[src/rtl/mips_pipe_hazard_ctrl_if.sv]
// Hazard controller port bundle. The core's ID/branch side is the master and the
// controller is the slave.
interface mips_pipe_hazard_ctrl_if #(
    parameter int unsigned NUM_FWD_STAGES = 2,
    parameter int unsigned CNT_W          = 32
);
    localparam int unsigned FW = $clog2(NUM_FWD_STAGES + 1);

    logic             id_valid_i;
    logic [4:0]       id_rs_i;
    logic [4:0]       id_rt_i;
    logic             id_uses_rs_i;
    logic             id_uses_rt_i;
    logic             id_regwrite_i;
    logic             id_memread_i;
    logic [4:0]       id_dst_i;
    logic             br_redirect_i;
    logic             halt_i;
    logic             stall_o;
    logic             bubble_o;
    logic             flush_if_o;
    logic [FW-1:0]    fwd_a_o;
    logic [FW-1:0]    fwd_b_o;
    logic             retire_o;
    logic [CNT_W-1:0] cyc_cnt_o;
    logic [CNT_W-1:0] stall_cnt_o;
    logic [CNT_W-1:0] flush_cnt_o;
    logic [CNT_W-1:0] retire_cnt_o;

    modport master (
        output id_valid_i, id_rs_i, id_rt_i, id_uses_rs_i, id_uses_rt_i,
               id_regwrite_i, id_memread_i, id_dst_i, br_redirect_i, halt_i,
        input  stall_o, bubble_o, flush_if_o, fwd_a_o, fwd_b_o, retire_o,
               cyc_cnt_o, stall_cnt_o, flush_cnt_o, retire_cnt_o
    );

    modport slave (
        input  id_valid_i, id_rs_i, id_rt_i, id_uses_rs_i, id_uses_rt_i,
               id_regwrite_i, id_memread_i, id_dst_i, br_redirect_i, halt_i,
        output stall_o, bubble_o, flush_if_o, fwd_a_o, fwd_b_o, retire_o,
               cyc_cnt_o, stall_cnt_o, flush_cnt_o, retire_cnt_o
    );
endinterface

[src/rtl/mips_pipe_hazard_ctrl.sv]
// Pipeline hazard controller: shadows EX..EX+N, produces forward selects, load-use
// stalls, redirect flushes and performance counters.
module mips_pipe_hazard_ctrl #(
    parameter int unsigned NUM_FWD_STAGES = 2,
    parameter int unsigned LOAD_LAT       = 1,
    parameter bit          BR_RESOLVE_EX  = 1'b0,
    parameter int unsigned CNT_W          = 32
) (
    input logic                   clk,
    input logic                   rst_n,
    mips_pipe_hazard_ctrl_if.slave bus
);
    localparam int N     = int'(NUM_FWD_STAGES);
    localparam int LdLat = int'(LOAD_LAT);
    localparam int FW    = $clog2(N + 1);

    typedef struct packed {
        logic       valid;
        logic       regwrite;
        logic       memread;
        logic [4:0] dst;
        logic [4:0] rs;
        logic [4:0] rt;
    } entry_t;

    entry_t [N:0]     shadow_q, shadow_d;
    logic [CNT_W-1:0] cyc_cnt_q, cyc_cnt_d;
    logic [CNT_W-1:0] stall_cnt_q, stall_cnt_d;
    logic [CNT_W-1:0] flush_cnt_q, flush_cnt_d;
    logic [CNT_W-1:0] retire_cnt_q, retire_cnt_d;

    logic          load_use;
    logic          stall, bubble, flush, retire;
    logic [FW-1:0] fwd_a, fwd_b;

    // Walk from the oldest stage down so the youngest qualifying producer wins.
    function automatic logic [FW-1:0] fwd_sel(input logic [4:0] src, input entry_t [N:0] sh);
        logic [FW-1:0] sel;
        sel = '0;
        for (int k = N; k >= 1; k--) begin
            if (sh[k].valid && sh[k].regwrite && (sh[k].dst != 5'd0) && (sh[k].dst == src) &&
                (!sh[k].memread || (k >= LdLat + 1))) begin
                sel = FW'(k);
            end
        end
        return sel;
    endfunction

    always_comb begin
        load_use = 1'b0;
        for (int p = 0; p < LdLat; p++) begin
            if (shadow_q[p].valid && shadow_q[p].memread && (shadow_q[p].dst != 5'd0) &&
                ((bus.id_uses_rs_i && (bus.id_rs_i == shadow_q[p].dst)) ||
                 (bus.id_uses_rt_i && (bus.id_rt_i == shadow_q[p].dst)))) begin
                load_use = 1'b1;
            end
        end
        load_use = load_use & bus.id_valid_i;

        fwd_a = fwd_sel(shadow_q[0].rs, shadow_q);
        fwd_b = fwd_sel(shadow_q[0].rt, shadow_q);

        stall  = 1'b0;
        bubble = 1'b0;
        flush  = 1'b0;
        retire = 1'b0;
        if (!rst_n) begin
            // Outputs stay quiet while reset is held, so discarded work never retires.
        end else if (bus.halt_i) begin
            stall = 1'b1;
        end else begin
            stall  = load_use & ~bus.br_redirect_i;
            bubble = bus.br_redirect_i ? BR_RESOLVE_EX : load_use;
            flush  = bus.br_redirect_i;
            retire = shadow_q[N].valid;
        end
    end

    always_comb begin
        shadow_d     = shadow_q;
        cyc_cnt_d    = cyc_cnt_q;
        stall_cnt_d  = stall_cnt_q;
        flush_cnt_d  = flush_cnt_q;
        retire_cnt_d = retire_cnt_q;
        if (!bus.halt_i) begin
            for (int k = N; k >= 1; k--) begin
                shadow_d[k] = shadow_q[k-1];
            end
            shadow_d[0] = '{valid:    bus.id_valid_i & ~bubble,
                            regwrite: bus.id_regwrite_i,
                            memread:  bus.id_memread_i,
                            dst:      bus.id_dst_i,
                            rs:       bus.id_rs_i,
                            rt:       bus.id_rt_i};
            cyc_cnt_d = cyc_cnt_q + CNT_W'(1);
            if (stall)  stall_cnt_d  = stall_cnt_q + CNT_W'(1);
            if (flush)  flush_cnt_d  = flush_cnt_q + CNT_W'(1);
            if (retire) retire_cnt_d = retire_cnt_q + CNT_W'(1);
        end
    end

    always_ff @(posedge clk) begin
        if (!rst_n) begin
            shadow_q     <= '0;
            cyc_cnt_q    <= '0;
            stall_cnt_q  <= '0;
            flush_cnt_q  <= '0;
            retire_cnt_q <= '0;
        end else begin
            shadow_q     <= shadow_d;
            cyc_cnt_q    <= cyc_cnt_d;
            stall_cnt_q  <= stall_cnt_d;
            flush_cnt_q  <= flush_cnt_d;
            retire_cnt_q <= retire_cnt_d;
        end
    end

    assign bus.stall_o      = stall;
    assign bus.bubble_o     = bubble;
    assign bus.flush_if_o   = flush;
    assign bus.retire_o     = retire;
    assign bus.fwd_a_o      = fwd_a;
    assign bus.fwd_b_o      = fwd_b;
    assign bus.cyc_cnt_o    = cyc_cnt_q;
    assign bus.stall_cnt_o  = stall_cnt_q;
    assign bus.flush_cnt_o  = flush_cnt_q;
    assign bus.retire_cnt_o = retire_cnt_q;
endmodule
[src/flat_wrapper.sv]
// flat-port wrapper written by rule: the top's interface ports become plain ports
module mips_pipe_hazard_ctrl_flat 
#(
    parameter int unsigned NUM_FWD_STAGES = 2,
    parameter int unsigned LOAD_LAT       = 1,
    parameter bit          BR_RESOLVE_EX  = 1'b0,
    parameter int unsigned CNT_W          = 32
)
  (clk, rst_n, bus_id_valid_i, bus_id_rs_i, bus_id_rt_i, bus_id_uses_rs_i, bus_id_uses_rt_i, bus_id_regwrite_i, bus_id_memread_i, bus_id_dst_i, bus_br_redirect_i, bus_halt_i, bus_stall_o, bus_bubble_o, bus_flush_if_o, bus_fwd_a_o, bus_fwd_b_o, bus_retire_o, bus_cyc_cnt_o, bus_stall_cnt_o, bus_flush_cnt_o, bus_retire_cnt_o);
  mips_pipe_hazard_ctrl_if #(.NUM_FWD_STAGES(NUM_FWD_STAGES), .CNT_W(CNT_W)) bus_i ();
  input logic clk;
  input logic rst_n;
  input wire logic [$bits(bus_i.id_valid_i)-1:0] bus_id_valid_i;
  input wire logic [$bits(bus_i.id_rs_i)-1:0] bus_id_rs_i;
  input wire logic [$bits(bus_i.id_rt_i)-1:0] bus_id_rt_i;
  input wire logic [$bits(bus_i.id_uses_rs_i)-1:0] bus_id_uses_rs_i;
  input wire logic [$bits(bus_i.id_uses_rt_i)-1:0] bus_id_uses_rt_i;
  input wire logic [$bits(bus_i.id_regwrite_i)-1:0] bus_id_regwrite_i;
  input wire logic [$bits(bus_i.id_memread_i)-1:0] bus_id_memread_i;
  input wire logic [$bits(bus_i.id_dst_i)-1:0] bus_id_dst_i;
  input wire logic [$bits(bus_i.br_redirect_i)-1:0] bus_br_redirect_i;
  input wire logic [$bits(bus_i.halt_i)-1:0] bus_halt_i;
  output wire logic [$bits(bus_i.stall_o)-1:0] bus_stall_o;
  output wire logic [$bits(bus_i.bubble_o)-1:0] bus_bubble_o;
  output wire logic [$bits(bus_i.flush_if_o)-1:0] bus_flush_if_o;
  output wire logic [$bits(bus_i.fwd_a_o)-1:0] bus_fwd_a_o;
  output wire logic [$bits(bus_i.fwd_b_o)-1:0] bus_fwd_b_o;
  output wire logic [$bits(bus_i.retire_o)-1:0] bus_retire_o;
  output wire logic [$bits(bus_i.cyc_cnt_o)-1:0] bus_cyc_cnt_o;
  output wire logic [$bits(bus_i.stall_cnt_o)-1:0] bus_stall_cnt_o;
  output wire logic [$bits(bus_i.flush_cnt_o)-1:0] bus_flush_cnt_o;
  output wire logic [$bits(bus_i.retire_cnt_o)-1:0] bus_retire_cnt_o;
  assign bus_i.id_valid_i = bus_id_valid_i;
  assign bus_i.id_rs_i = bus_id_rs_i;
  assign bus_i.id_rt_i = bus_id_rt_i;
  assign bus_i.id_uses_rs_i = bus_id_uses_rs_i;
  assign bus_i.id_uses_rt_i = bus_id_uses_rt_i;
  assign bus_i.id_regwrite_i = bus_id_regwrite_i;
  assign bus_i.id_memread_i = bus_id_memread_i;
  assign bus_i.id_dst_i = bus_id_dst_i;
  assign bus_i.br_redirect_i = bus_br_redirect_i;
  assign bus_i.halt_i = bus_halt_i;
  assign bus_stall_o = bus_i.stall_o;
  assign bus_bubble_o = bus_i.bubble_o;
  assign bus_flush_if_o = bus_i.flush_if_o;
  assign bus_fwd_a_o = bus_i.fwd_a_o;
  assign bus_fwd_b_o = bus_i.fwd_b_o;
  assign bus_retire_o = bus_i.retire_o;
  assign bus_cyc_cnt_o = bus_i.cyc_cnt_o;
  assign bus_stall_cnt_o = bus_i.stall_cnt_o;
  assign bus_flush_cnt_o = bus_i.flush_cnt_o;
  assign bus_retire_cnt_o = bus_i.retire_cnt_o;
  mips_pipe_hazard_ctrl #(.NUM_FWD_STAGES(NUM_FWD_STAGES), .LOAD_LAT(LOAD_LAT), .BR_RESOLVE_EX(BR_RESOLVE_EX), .CNT_W(CNT_W)) u_core (.clk(clk), .rst_n(rst_n), .bus(bus_i));
endmodule
[config.mk]
export PLATFORM = sky130hd
export DESIGN_NAME = mips_pipe_hazard_ctrl_flat
export DESIGN_NICKNAME = d
export VERILOG_FILES = /design/src/rtl/mips_pipe_hazard_ctrl_if.sv /design/src/rtl/mips_pipe_hazard_ctrl.sv /design/src/flat_wrapper.sv
export SDC_FILE = /design/constraint.sdc
export NUM_CORES = 1
export LEC_CHECK = 0
export BUFFER_PORTS_ARGS = -buffer_cell sky130_fd_sc_hd__buf_2
export CORE_MARGIN = 2
export CORE_UTILIZATION = 30
export CTS_BUF_LIST = sky130_fd_sc_hd__clkbuf_4
export CTS_CLUSTER_SIZE = 12
export DETAILED_ROUTE_END_ITERATION = 8
export SYNTH_ARGS = -nofsm -noshare
export SYNTH_HDL_FRONTEND = slang
export SYNTH_SLANG_ARGS = --single-unit
[constraint.sdc]
create_clock -name clk -period 2.02 [get_ports clk]
set_input_delay 0.404 -clock clk [delete_from_list [all_inputs] [get_ports clk]]
set_output_delay 0.404 -clock clk [all_outputs]
set_load 0.005 [all_outputs]
==> results.md <==
* Cells along the critical path: buf_6 -> or4_4 -> o21ai_4 -> nor2_1 -> o21a_1 -> buf_6
* PortBufs at 159
* Die H at 163 µm
* Global-route wire length before repair at 33,300 µm
* Synth Net Count at 882
* Slowest cell on the critical path: or4_4
* Slew @ Worst Pin at 608 ps
* Initial DRC count at 465
* FFs w/ async S/R, synth at 0%
* Outcome: finished with violations
* Delay-heaviest family, CP: simple AND/OR/NAND/NOR gates
* Final Cell Area at 10,200 µm²
* Final setup margin at -525 ps
* Cells after synthesis at 854
* # Max-Cap Violations at 0
* Type of the worst min-delay path: input port to register
* Residual DRC count at 0
* #FFs+latches synth at 161
* Peak VDD IR at 0.313 mV
* DP Wirelength at 15,100 µm
* Util after Layout at 40.8%
* Hold Vio Cnt, Final at 0
* RSZ-0062 raised after global routing: yes
* Crit end category: output pin
* Largest net degree at the start of global routing at 41
* WS Path Type: register to output pin
* CP Max Fanout at 3
* Synth warn at 0
* Share of cells above drive strength 1 at 32.8%
* Final min period at 2540 ps
* Die width at 163 µm
* Core region area at approximately 25,000 µm²
* Failing checks: setup timing
* Clk sinks at ~160
* Deepest clock path buffer count at 2
* Pwr Density at 563 nW/µm²
* Crit path top cell by count: buf_6
* Final setup TNS at -8370 ps
* Seq/Total Area, Yosys at 42.7%
* Clk_skew at 26.8 ps
* Area added between synthesis and finish at 34.8%
* WL/cell at around 15 µm
* Main flop type after synthesis: dfxtp_1
* Clock transition at the registers of the reported paths at 150 ps
* First-pass iteration count of the detailed router at 5
* Die area at 26,400 µm²
* Crit start category: register
* Post-synth EDFFs at 0
* Routability cong. at 0.802
* Synth cell types at 45
* Via count at approximately 7,300
* GRT Total Usage at 15.5%
* Clk Latency, worst-skew pair at 550 ps
* Leakage at 4.25 nW
* Root buf cell: clkbuf_4
* Post-route ant nets at 0
* Post-DP Area at 9460 µm²
* Starting density of the core at 30.3%
* Vias in the first global route at 6,462
* H-tree levels at 4
* Fin. max-slew vios at 0
* Final #Nets at 1,132
* Dpl cells at 1,402
* Mapped Avg Cell Area at 8.83 µm²
* Io pins at 160
* Fmax at 393 MHz
* WL final at 21,300 µm
* Setup Viol. Count Final at 36
* CP max stage delay at 560 ps
* Mapped cell area at between 7000 and 8000 µm²
* CTS buffer count at 17
* Post-CTS Hold Buffers at 0
* Crit path buffers/inverters at 2
* Grt total ovfl at 0
* CTS tree: done
* Initial antenna violation count at 5
* Period utilization at 126%
* Via density at 5.00
* Worst Path Required at 1620 ps
* Slew margin rel. at 59.5%
* # rows at between 50 and 60
* Layout Cells excl Fill at 1,450
* WP data arrival at 2140 ps
* Dpl ws at -295 ps
[state kept, by name, indices dropped and copies added (netlist names)]
| register | cells |
|---|---|
| u_core.bus.cyc_cnt_o | 32 |
| u_core.bus.flush_cnt_o | 32 |
| u_core.bus.retire_cnt_o | 32 |
| u_core.bus.stall_cnt_o | 32 |
| u_core.shadow_q | 33 |
[synthesized netlist by cell type, types with 2 or more instances]
| cell | instances | area (µm²) |
|---|---|---|
| a21oi_1 | 37 | 185 |
| and2_1 | 6 | 37.5 |
| and3_1 | 17 | 106 |
| and4_1 | 20 | 175 |
| and4b_1 | 2 | 20.0 |
| buf_1 | 2 | 7.51 |
| buf_2 | 4 | 20.0 |
| clkbuf_1 | 33 | 124 |
| clkbuf_2 | 2 | 10.0 |
| dfxtp_1 | 161 | 3220 |
| ha_1 | 4 | 50.1 |
| inv_1 | 13 | 48.8 |
| mux2i_1 | 34 | 340 |
| nand2_1 | 47 | 176 |
| nand3_1 | 48 | 240 |
| nand4_1 | 35 | 219 |
| nand4b_1 | 6 | 52.6 |
| nor2_1 | 126 | 473 |
| nor2b_1 | 2 | 12.5 |
| nor3_1 | 13 | 65.1 |
| nor4_1 | 19 | 119 |
| o211ai_1 | 2 | 15.0 |
| o21a_1 | 2 | 15.0 |
| o21ai_0 | 13 | 65.1 |
| o31ai_1 | 20 | 150 |
| o41ai_1 | 10 | 87.6 |
| or2_2 | 3 | 18.8 |
| or3_1 | 9 | 56.3 |
| or4_1 | 27 | 203 |
| or4b_1 | 10 | 100 |
| xnor2_1 | 40 | 350 |
| xor2_1 | 74 | 648 |
[metrics by stage]
stage / hold WS, ps / total power, W
finish: 83.2 / 0.00572
global route: 3.70 / 0.00599
CTS: 17.5 / 0.00579
detailed placement: 459 / 0.00368
global placement: 453 / 0.00368
floorplan: 458 / 0.00351
[what timing repair did]
item / in CTS / in global routing
setup buffers: 11 / 1
gates resized for setup: 29 / 31
pin swaps: 15 / 16
gates cloned: 0 / 4
endpoints found under the setup margin: 36 / 37
[layout make-up]
type / instances / area, µm²
Clock buffer: 19 / 143
Antenna cell: 3 / 7.51
Clock inverter: 13 / 154
Inverter: 14 / 55.1
Fill cell: 2508 / 14700
Sequential cell: 161 / 3240
Multi-Input combinational cell: 637 / 4330
Timing Repair Buffer: 273 / 1820
Tap cell: 330 / 413
[worst register-to-register path, cell delays in order (launching register included)]
cell	delay, ps
dfxtp_4	380
buf_4	140
xor2_1	150
nor4_1	250
buf_4	170
a32oi_4	80
buf_6	200
clkbuf_16	190
o41ai_1	480
a21oi_2	100
[routing by layer]
layer	routed length (µm)	track usage [%]
met4	316	4.02
met2	9690	24.5
met1	9890	20.5
met5	27	0
met3	1400	4.99
[final timing paths]
path	startpoint	endpoint	slack, ps	depth (start not counted)
min reg2reg	u_core.bus.stall_cnt_o[31]	u_core.bus.stall_cnt_o[31]	500	2
max reg2reg	u_core.shadow_q[13]	u_core.bus.stall_cnt_o[15]	-240	9
min	bus_id_dst_i[3]	u_core.shadow_q[13]	80	3
max	u_core.shadow_q[13]	bus_stall_o	-520	6
[power by group]
part           switching (W)  internal, W
sequential         0.0000373      0.00321
clock                0.00126     0.000789
combinational       0.000226     0.000196
[cells in the final DEF (no fill, tap or decap), types with 17 or more instances in the layout]
cell type	n
buf_2	157
dfxtp_1	149
nor2_1	124
buf_4	100
xor2_1	73
nand3_1	47
nand2_1	46
xnor2_1	37
nand4_1	35
mux2i_1	34
a21oi_1	29
and4_1	20
o31ai_1	20
clkbuf_4	19
or4_1	18
and3_1	17
[cells by family after synthesis]
kind of cell	Yosys count	synth area share (%)
AOI/OAI and AO/OA	87	7.32
xor gates and xnor gates	114	13.2
adders and majority gates	4	0.664
buffers and inverters	56	2.99
DFF	161	42.7
muxes	34	4.51
and+or+nand+nor	398	28.5
Note: power is estimated with default switching activity, not from simulation.
